**config.mk**
```make
export PLATFORM = sky130hd
export DESIGN_NAME = lcd_write_arbiter
export DESIGN_NICKNAME = d
export VERILOG_FILES = /design/src/rtl/lcd_write_arbiter_pkg.sv /design/src/rtl/lcd_write_arbiter_phase_timer.sv /design/src/rtl/lcd_write_arbiter.sv
export SDC_FILE = /design/constraint.sdc
export NUM_CORES = 1
export LEC_CHECK = 0
export ABC_AREA = 1
export CORE_MARGIN = 5
export CORE_UTILIZATION = 40
export DETAILED_ROUTE_END_ITERATION = 16
export HOLD_SLACK_MARGIN = 0.02
export PLACE_DENSITY_LB_ADDON = 0.12
export SETUP_SLACK_MARGIN = 0.02
export SYNTH_ARGS = -nofsm -noshare
export SYNTH_HDL_FRONTEND = slang
export SYNTH_HIERARCHICAL = 1
export SYNTH_SLANG_ARGS = --single-unit
export TNS_END_PERCENT = 1
```
**constraint.sdc**
```tcl
create_clock -name Clock -period 3.8 [get_ports Clock]
set_input_delay 0.95 -clock Clock [delete_from_list [all_inputs] [get_ports Clock]]
set_output_delay 0.95 -clock Clock [all_outputs]
set_load 0.1 [all_outputs]
```
**src/rtl/lcd_write_arbiter_pkg.sv**
```systemverilog
// Shared definitions for the character-LCD write arbiter: FSM state
// encodings, LCD command constants and the clear/home detection helper.
package lcd_write_arbiter_pkg;

    typedef enum logic [3:0] {
        ST_IDLE     = 4'd0,
        ST_HI_SETUP = 4'd1,
        ST_HI_PULSE = 4'd2,
        ST_HI_HOLD  = 4'd3,
        ST_GAP      = 4'd4,
        ST_LO_SETUP = 4'd5,
        ST_LO_PULSE = 4'd6,
        ST_LO_HOLD  = 4'd7,
        ST_WAIT     = 4'd8
    } lcd_state_e;

    localparam logic [7:0] LCD_CMD_CLEAR = 8'h01;
    localparam logic [7:0] LCD_CMD_HOME  = 8'h02;

    // Clear and home are the two commands the LCD needs a long settle time for.
    function automatic logic is_clear_home(input logic rs, input logic [7:0] cmd);
        return (rs == 1'b0) && ((cmd == LCD_CMD_CLEAR) || (cmd == LCD_CMD_HOME));
    endfunction

endpackage

```
**src/rtl/lcd_write_arbiter_phase_timer.sv**
```systemverilog
// Loadable down-counter that times each FSM phase. Loading N makes done
// rise after exactly N cycles (done while count == 1).
module lcd_phase_timer #(
    parameter int CNT_W = 17
) (
    input  logic             Clock,
    input  logic             Reset,
    input  logic             load,
    input  logic [CNT_W-1:0] value,
    output logic             done
);

    logic [CNT_W-1:0] count_r;

    // Reload on phase entry, otherwise count down and park at zero.
    always_ff @(posedge Clock) begin
        if (Reset) begin
            count_r <= {CNT_W{1'b0}};
        end else if (load) begin
            count_r <= value;
        end else if (count_r != {CNT_W{1'b0}}) begin
            count_r <= count_r - {{(CNT_W-1){1'b0}}, 1'b1};
        end else begin
            count_r <= count_r;
        end
    end

    assign done = (count_r == {{(CNT_W-1){1'b0}}, 1'b1});

endmodule

```
**src/rtl/lcd_write_arbiter.sv**
```systemverilog
// Two-port fixed-priority arbiter for the 4-bit character-LCD bus. Port 0
// (init sequencer) beats port 1 (ALU write path). Each accepted byte is
// sent as high then low nibble with timed E pulses, followed by a settle
// wait. Optional macro LCD_CLEAR_LONG_WAIT_EN selects a long settle time
// for the clear and home commands.
module lcd_write_arbiter
    import lcd_write_arbiter_pkg::*;
#(
    parameter int SETUP_CYC      = 2,
    parameter int PULSE_CYC      = 12,
    parameter int HOLD_CYC       = 1,
    parameter int GAP_CYC        = 50,
    parameter int BYTE_WAIT_CYC  = 2000,
    parameter int CLEAR_WAIT_CYC = 82000,
    parameter int CNT_W          = 17
) (
    input  logic       Clock,
    input  logic       Reset,
    input  logic       iReq0_Valid,
    input  logic       iReq0_RS,
    input  logic [7:0] iReq0_Data,
    output logic       oReq0_Ready,
    input  logic       iReq1_Valid,
    input  logic       iReq1_RS,
    input  logic [7:0] iReq1_Data,
    output logic       oReq1_Ready,
    output logic       oBusy,
    output logic       oLCD_Enabled,
    output logic       oLCD_RegisterSelect,
    output logic       oLCD_StrataFlashControl,
    output logic       oLCD_ReadWrite,
    output logic [3:0] oLCD_Data
);

`ifdef LCD_CLEAR_LONG_WAIT_EN
    localparam bit LONG_WAIT_EN = 1'b1;
`else
    localparam bit LONG_WAIT_EN = 1'b0;
`endif

    localparam logic [CNT_W-1:0] SETUP_VAL_C = CNT_W'(SETUP_CYC);
    localparam logic [CNT_W-1:0] PULSE_VAL_C = CNT_W'(PULSE_CYC);
    localparam logic [CNT_W-1:0] HOLD_VAL_C  = CNT_W'(HOLD_CYC);
    localparam logic [CNT_W-1:0] GAP_VAL_C   = CNT_W'(GAP_CYC);
    localparam logic [CNT_W-1:0] BYTE_VAL_C  = CNT_W'(BYTE_WAIT_CYC);
    localparam logic [CNT_W-1:0] CLEAR_VAL_C = CNT_W'(CLEAR_WAIT_CYC);

    lcd_state_e       state_r, state_nxt_s;
    logic [7:0]       byte_r, byte_nxt_s;
    logic             rs_r, rs_nxt_s;
    logic             e_r, e_nxt_s;
    logic             lcd_rs_r, lcd_rs_nxt_s;
    logic [3:0]       lcd_data_r, lcd_data_nxt_s;
    logic             idle_s, accept0_s, accept1_s, accept_s;
    logic             load_s, done_s;
    logic [CNT_W-1:0] load_val_s, wait_val_s;

    assign idle_s      = (state_r == ST_IDLE);
    assign oReq0_Ready = idle_s;
    assign oReq1_Ready = idle_s & ~iReq0_Valid & ~Reset;
    assign accept0_s   = iReq0_Valid & oReq0_Ready;
    assign accept1_s   = iReq1_Valid & oReq1_Ready;
    assign accept_s    = accept0_s | accept1_s;

    // The byte being captured this cycle, so outputs can follow it at once.
    assign byte_nxt_s = accept0_s ? iReq0_Data : (accept1_s ? iReq1_Data : byte_r);
    assign rs_nxt_s   = accept0_s ? iReq0_RS   : (accept1_s ? iReq1_RS   : rs_r);

    // Settle time depends on the latched byte only; the feature flag is constant.
    assign wait_val_s = (LONG_WAIT_EN && is_clear_home(rs_r, byte_r)) ? CLEAR_VAL_C : BYTE_VAL_C;

    lcd_phase_timer #(
        .CNT_W (CNT_W)
    ) u_timer (
        .Clock (Clock),
        .Reset (Reset),
        .load  (load_s),
        .value (load_val_s),
        .done  (done_s)
    );

    // State register.
    always_ff @(posedge Clock) begin
        if (Reset) begin
            state_r <= ST_IDLE;
        end else begin
            state_r <= state_nxt_s;
        end
    end

    // Next state: leave IDLE on an accept, leave other phases when the timer expires.
    always_comb begin
        state_nxt_s = state_r;
        case (state_r)
            ST_IDLE:     state_nxt_s = accept_s ? ST_HI_SETUP : ST_IDLE;
            ST_HI_SETUP: state_nxt_s = done_s ? ST_HI_PULSE : ST_HI_SETUP;
            ST_HI_PULSE: state_nxt_s = done_s ? ST_HI_HOLD  : ST_HI_PULSE;
            ST_HI_HOLD:  state_nxt_s = done_s ? ST_GAP      : ST_HI_HOLD;
            ST_GAP:      state_nxt_s = done_s ? ST_LO_SETUP : ST_GAP;
            ST_LO_SETUP: state_nxt_s = done_s ? ST_LO_PULSE : ST_LO_SETUP;
            ST_LO_PULSE: state_nxt_s = done_s ? ST_LO_HOLD  : ST_LO_PULSE;
            ST_LO_HOLD:  state_nxt_s = done_s ? ST_WAIT     : ST_LO_HOLD;
            ST_WAIT:     state_nxt_s = done_s ? ST_IDLE     : ST_WAIT;
            default:     state_nxt_s = ST_IDLE;
        endcase
    end

    // Outputs for the coming state: timer reload on phase entry and the pin values.
    always_comb begin
        load_s         = 1'b0;
        load_val_s     = {CNT_W{1'b0}};
        e_nxt_s        = 1'b0;
        lcd_rs_nxt_s   = lcd_rs_r;
        lcd_data_nxt_s = lcd_data_r;
        if ((state_nxt_s != state_r) && (state_nxt_s != ST_IDLE)) begin
            load_s = 1'b1;
        end else begin
            load_s = 1'b0;
        end
        case (state_nxt_s)
            ST_HI_SETUP, ST_LO_SETUP: load_val_s = SETUP_VAL_C;
            ST_HI_PULSE, ST_LO_PULSE: load_val_s = PULSE_VAL_C;
            ST_HI_HOLD,  ST_LO_HOLD:  load_val_s = HOLD_VAL_C;
            ST_GAP:                   load_val_s = GAP_VAL_C;
            ST_WAIT:                  load_val_s = wait_val_s;
            default:                  load_val_s = {CNT_W{1'b0}};
        endcase
        case (state_nxt_s)
            ST_HI_SETUP, ST_HI_PULSE, ST_HI_HOLD, ST_GAP: begin
                lcd_data_nxt_s = byte_nxt_s[7:4];
                lcd_rs_nxt_s   = rs_nxt_s;
            end
            ST_LO_SETUP, ST_LO_PULSE, ST_LO_HOLD, ST_WAIT: begin
                lcd_data_nxt_s = byte_nxt_s[3:0];
                lcd_rs_nxt_s   = rs_nxt_s;
            end
            default: begin
                lcd_data_nxt_s = lcd_data_r;
                lcd_rs_nxt_s   = lcd_rs_r;
            end
        endcase
        if ((state_nxt_s == ST_HI_PULSE) || (state_nxt_s == ST_LO_PULSE)) begin
            e_nxt_s = 1'b1;
        end else begin
            e_nxt_s = 1'b0;
        end
    end

    // Latched request and registered LCD pins.
    always_ff @(posedge Clock) begin
        if (Reset) begin
            byte_r     <= 8'h00;
            rs_r       <= 1'b0;
            e_r        <= 1'b0;
            lcd_rs_r   <= 1'b0;
            lcd_data_r <= 4'h0;
        end else begin
            byte_r     <= byte_nxt_s;
            rs_r       <= rs_nxt_s;
            e_r        <= e_nxt_s;
            lcd_rs_r   <= lcd_rs_nxt_s;
            lcd_data_r <= lcd_data_nxt_s;
        end
    end

    assign oBusy                   = ~idle_s;
    assign oLCD_Enabled            = e_r;
    assign oLCD_RegisterSelect     = lcd_rs_r;
    assign oLCD_Data               = lcd_data_r;
    assign oLCD_StrataFlashControl = 1'b1;
    assign oLCD_ReadWrite          = 1'b0;

endmodule

```
; After elaboration in Yosys (flattened, before gate mapping)
; Memory sizes are Yosys's and may differ from the RTL's.
; Cells that the tools add are included.
[classes]
n_bitwise = 8
add_sub_neg = 1
muxes = 19
n_eq_ne = 18
n_reduce_logical = 10
[op_table]
columns = op, count
row1 = 4-bit case mux with 9 select lines, 1
row2 = 17-bit 2-to-1 mux, 2
row3 = "4-bit by 3-bit == test with 1-bit output, second input constant", 8
row4 = "17-bit by 1-bit == test with 1-bit output, second input constant", 1
row5 = 17-bit nonzero test, 1
row6 = "17-bit by 1-bit subtractor with 17-bit output, second input constant", 1
row7 = "4-bit by 2-bit == test with 1-bit output, second input constant", 4
row8 = 8-bit 2-to-1 mux, 2
row9 = "4-bit by 1-bit == test with 1-bit output, second input constant", 2
row10 = "4-bit == test, second input constant", 2
row11 = 1-bit 2-to-1 mux, 8
row12 = 4-bit 2-to-1 mux, 2
row13 = 4-bit case mux with 2 select lines, 1
row14 = 4-bit OR reduction, 2
row15 = 8-bit OR reduction, 1
row16 = 1-bit AND, 4
row17 = 4-bit zero test, 1
row18 = 2-bit 2-to-1 mux, 2
row19 = 4-bit != test, 1
row20 = 2-bit nonzero test, 2
row21 = 4-bit nonzero test, 1
row22 = 3-bit 2-to-1 mux, 1
row23 = 1-bit NOT, 3
row24 = 1-bit logical AND, 1
row25 = 2 further kinds, 2
[word_totals]
n_memories = 1
regBits = 36
mem_bits_ro = 176
in_bits = 22
[mem_list]
columns = memory, depth, width, rd, rd_clocked_by_memory_dff, write_ports, line_no
row1 = (no name shown), 16, 11, 1, 0, 0, lcd_write_arbiter.sv:120  ; case (state_nxt_s)

; Logic depth before layout (Yosys ltp)
[depth]
depth_word = 11
depth_mapped = 20
ltp_nobuf = 19

; By module
; The synthesis kept the hierarchy.
[modules_own_cells]
columns = mod, cells_each, seq_area_each_um2, area_each_um2, instances
row1 = lcd_write_arbiter, 187, 380.4, 1179.9, 1
row2 = lcd_phase_timer, 188, 340.3, 1157.4, 1

; Worst setup path before layout
; Ideal clock, no wire load.
[synth_path]
kind = flip-flop to output port
start = register state_r[1]
end = output port oReq1_Ready
setup_slack_ns = 0.162
arrival_ns = 2.688
required_ns = 2.850
path_stages_with_launch = 4
path_cell_list = dfxtp_1 > nor2_2 > nand2_1 > nor2_1
[synth_between]
elab_chain_cells = 3
[synth_lines]
columns = item, line_no
row1 = from (decl), lcd_write_arbiter.sv:48  ; lcd_state_e state_r, state_nxt_s;
row2 = from (signal assigned), lcd_write_arbiter.sv:87  ; state_r <= state_nxt_s;
row3 = 4-bit zero test, lcd_write_arbiter.sv:58  ; assign idle_s = (state_r == ST_IDLE);
row4 = 1-bit AND (2 in a row), lcd_write_arbiter.sv:60  ; assign oReq1_Ready = idle_s & ~iReq0_Valid & ~Reset;
row5 = to (decl), lcd_write_arbiter.sv:26  ; output logic oReq1_Ready,
; No other way between the ends.

; Worst setup path after layout
[layout_path]
start = input port Reset
end = register u_timer.count_r[10]
[layout_between]
elab_chain_cells = 10
[layout_lines]
columns = item, line_no
row1 = from (decl), lcd_write_arbiter.sv:18  ; input logic Reset,
row2 = 1-bit NOT (*), lcd_write_arbiter.sv:60
row3 = 1-bit AND (*), lcd_write_arbiter.sv:60
row4 = 1-bit AND (*), lcd_write_arbiter.sv:62  ; assign accept1_s = iReq1_Valid & oReq1_Ready;
row5 = 1-bit bitwise OR (*), lcd_write_arbiter.sv:63  ; assign accept_s = accept0_s | accept1_s;
row6 = 1-bit 2-to-1 mux (*), lcd_write_arbiter.sv:95  ; ST_IDLE: state_nxt_s = accept_s ? ST_HI_SETUP : ST_IDLE;
row7 = 4-bit case mux with 9 select lines (*), lcd_write_arbiter.sv:94  ; case (state_r)
row8 = 4-bit != test or 4-bit nonzero test (tied branches), lcd_write_arbiter.sv:115  ; if ((state_nxt_s != state_r) && (state_nxt_s != ST_IDLE)) begin
row9 = 1-bit logical AND (*), lcd_write_arbiter.sv:115
row10 = 1-bit 2-to-1 mux (*), lcd_write_arbiter.sv:115
row11 = named net load_s, lcd_write_arbiter.sv:55  ; logic load_s, done_s;
row12 = 17-bit 2-to-1 mux or 2-bit nonzero test (tied branches), n/a
row13 = to (signal assigned), lcd_write_arbiter_phase_timer.sv:18  ; count_r <= {CNT_W{1'b0}};
row14 = to (signal assigned), lcd_write_arbiter_phase_timer.sv:20  ; count_r <= value;
row15 = to (signal assigned), lcd_write_arbiter_phase_timer.sv:22  ; count_r <= count_r - {{(CNT_W-1){1'b0}}, 1'b1};
row16 = to (decl), lcd_write_arbiter_phase_timer.sv:13  ; logic [CNT_W-1:0] count_r;
; The timed path passes the listed nets; every way through them passes the cells marked *.
; A chain may end at the register's enable or synchronous reset.

==> reports/qor.yml <==
critical_path:
  crit_fanout: 17
  start_kind: "input port"
  path_class: "in2reg"
  worstPathRequired_ns: 3.99
  arrival_ns: 3.33
  endpoint_kind: "register"
final_layout:
  drive_gt1_share_pct: 13.3
  layoutNonFillerInstCount: 487
  syn_to_final_growth_pct: 22.8
  fillCellCount: 610
  n_antenna_cell: 0
  fin_nets: 438
placement:
  hpwlAfterDp_um: 4480
  port_buffers: 30
  place_congestion: 0.862
  dp_cells: 479
synthesis:
  ys_ff_latch: 36
  synthTopCellsByCount: "104 x nand2_1, 53 x nor2_1, 45 x nand3_1"
  synth.most_common_cell: "nand2_1"
  synth_top_family_by_area: "simple AND/OR/NAND/NOR gates"
  yosysWarnings: 6
  synthMuxAreaShare_pct: 0
  synth_top_area_cell: "dfxtp_1"
  synth_xor_area_share_pct: 1.50
  yosysSeqAreaShare_pct: 30.8
  netlist_instances: 375
  synth_cell_type_count: 34
  synth_compound_area_share_pct: 8.46
  synth_edf_count: 0
  synthTopCellsByArea: "dfxtp_1 31%, nand2_1 17%, nand3_1 9.6%, nor2_1 8.5%, inv_1 6.7%"
  avgSynthCellArea_um2: 6.23
  async_flop_share_pct: 0
  synth_top_area_share_pct: 30.8
  synth_adder_area_share_pct: 1.07
  synthFlopType: "dfxtp_1"
  synth-simple-area-share_pct: 47.8
  synth_area_um2: 2340
clock_network:
  cts_tree: "yes"
  cts_setup_buffers: 0
  cts-htree-levels: 2
  cts_buffers: 5
  ctsResizeCount: 0
  clkLatencyLatePin_ns: 0.29
  cts_hold_buf: 0
  clock_path_buffers: 2
  cts_root_buf: "clkbuf_8"
  clkTransAtPathRegs_ns: 0.08
  clock_sinks: 36
routing:
  drt_pass1_iterations: 4
  route.detailed.drc: 0
  routed_wl_um: 5700
  vias: 2324
  vias_per_cell: 4.77
  detail_route.iter0.violations: 155
  wl_per_cell_um: 11.7
  ant_nets: 0
sta:
  worst_pin_slew_ns: 0.973
  relSlewSlack_pct: 34.9
  finalHoldViolations: 0
  drv_slew: 0
  rsz0062_at_grt: "false"
  setup_viol: 0
  timing.fmax_ghz: 0.318
  period_needed_ns: 3.14
  fin_skew_ns: 0.00893
  setup-tns-final_ns: 0
  min_period_over_period_pct: 82.7
global_route:
  grt_pass1_vias: 2205
  grt_pass1_wl_um: 10000
  grtUsageTotal_pct: 16.6
  grt_max_degree: 21
  overflow: 0
  grt_antenna_before_repair: 0
floorplan:
  die_w_um: 86.4
  initial_utilization_pct: 41.7
  num_rows: 27
  io_pins: 33
  core_um2: 5610
  die_h_um: 86.4
  dieArea_um2: 7470
pwr:
  vdd_drop_max_mv: 0.640
  powerDensity_nw_per_um2: 815
  p_leak_nw: 1.42
job:
  cap_violations: 0
min_path:
  hp-class: "reg2reg"
outcome:
  status: "finished clean"
-- kinds of logic after synthesis --
logic type,Yosys count
simple gates,238
buf+inv,58
flops,36
compound gates,35
xor+xnor,4
fa+ha+maj,2
other cells,2
-- critical path, stage by stage --
cell and delay (ns):
clkdlybuf4s50_1 0.47, nor2_1 0.19, nand3_1 0.15, nor2_4 0.20, nor2_2 0.08, nand2_1 0.16, xor2_1 0.16, a31oi_1 0.11
buf_4 0.21, nor2_1 0.18, nand4_4 0.21, nand2_4 0.20, nor2_1 0.07
-- registers in the layout, indices dropped and copies added (netlist names) --
register and flops:
rs_r 1, oLCD_Data 4, byte_r 8, u_timer/count_r 17, oLCD_Enabled 1, state_r 4
oLCD_RegisterSelect 1
-- worst paths after layout --
path,startpoint,to,slack (ns),depth (start not counted)
max,Reset,u_timer/count_r[10],0.66,13
min,u_timer/count_r[1],u_timer/count_r[1],0.51,2
max reg2reg,u_timer/count_r[12],u_timer/count_r[10],0.71,18
min reg2reg,u_timer/count_r[1],u_timer/count_r[1],0.51,2
-- cells in the final DEF (no fill, tap or decap), types with 2 or more instances in the layout --
| master | netlist | routed |
|---|---|---|
| a21oi_2 | 3 | 3 |
| xor2_1 | 4 | 4 |
| buf_4 | 3 | 7 |
| a21oi_1 | 12 | 12 |
| nor2_2 | 7 | 7 |
| nand2_4 | 2 | 2 |
| inv_1 | 42 | 42 |
| o21ai_0 | 11 | 11 |
| nor3_1 | 2 | 2 |
| nand2_1 | 104 | 104 |
| or2_2 | 3 | 3 |
| o211ai_1 | 2 | 2 |
| conb_1 | 2 | 8 |
| inv_2 | 6 | 6 |
| clkdlybuf4s50_1 | 0 | 27 |
| o21ai_1 | 4 | 4 |
| clkbuf_8 | 0 | 7 |
| ha_1 | 2 | 2 |
| nor2_1 | 53 | 53 |
| nor2_4 | 5 | 5 |
| nand2_2 | 9 | 9 |
| nand3_1 | 45 | 45 |
| nand4_1 | 2 | 2 |
| dfxtp_1 | 36 | 36 |
-- layer usage --
metal / global-route usage (%) / wire, µm / share of wire (%)
met1: 20.9 / 2740 / 48
met4: 5.10 / 87 / 1.5
met3: 3.99 / 220 / 3.9
met2: 28.1 / 2650 / 46
met5: 0 / 0 / 0
-- final cells by class --
type                            instances  area (µm²)  area share [%]
Multi-Input combinational cell        287        1410            49.0
Timing Repair Buffer                   35         343            11.9
Sequential cell                        36         721            25.1
Clock inverter                          1        30.0            1.05
Clock buffer                            7        96.3            3.36
Inverter                               49         184            6.41
Tap cell                               72        90.1            3.14
-- where the power goes --
group / total (mW) / leakage [nW] / internal [mW] / switching [mW]
sequential: 0.566 / 0.297 / 0.482 / 0.0843
combinational: 1.40 / 1.06 / 0.445 / 0.951
clock: 0.377 / 0.0645 / 0.232 / 0.145
-- through the flow --
stage / power [mW] / instance area [µm²] / setup WS, ns / utilization, % / hold slack (ns)
final: 2.34 / 2870 / 0.659 / 51.2 / 0.510
after floorplan: 1.67 / 2360 / 0.162 / - / 0.479
after global routing: 2.55 / 2870 / 0.323 / 51.2 / 0.527
after global placement: 1.97 / 2740 / 0.411 / 48.9 / 0.515
after CTS: 2.35 / 2870 / 0.643 / 51.2 / 0.516
after detailed placement: 1.97 / 2740 / 0.329 / 48.9 / 0.506
(Power assumes the default switching activity.)
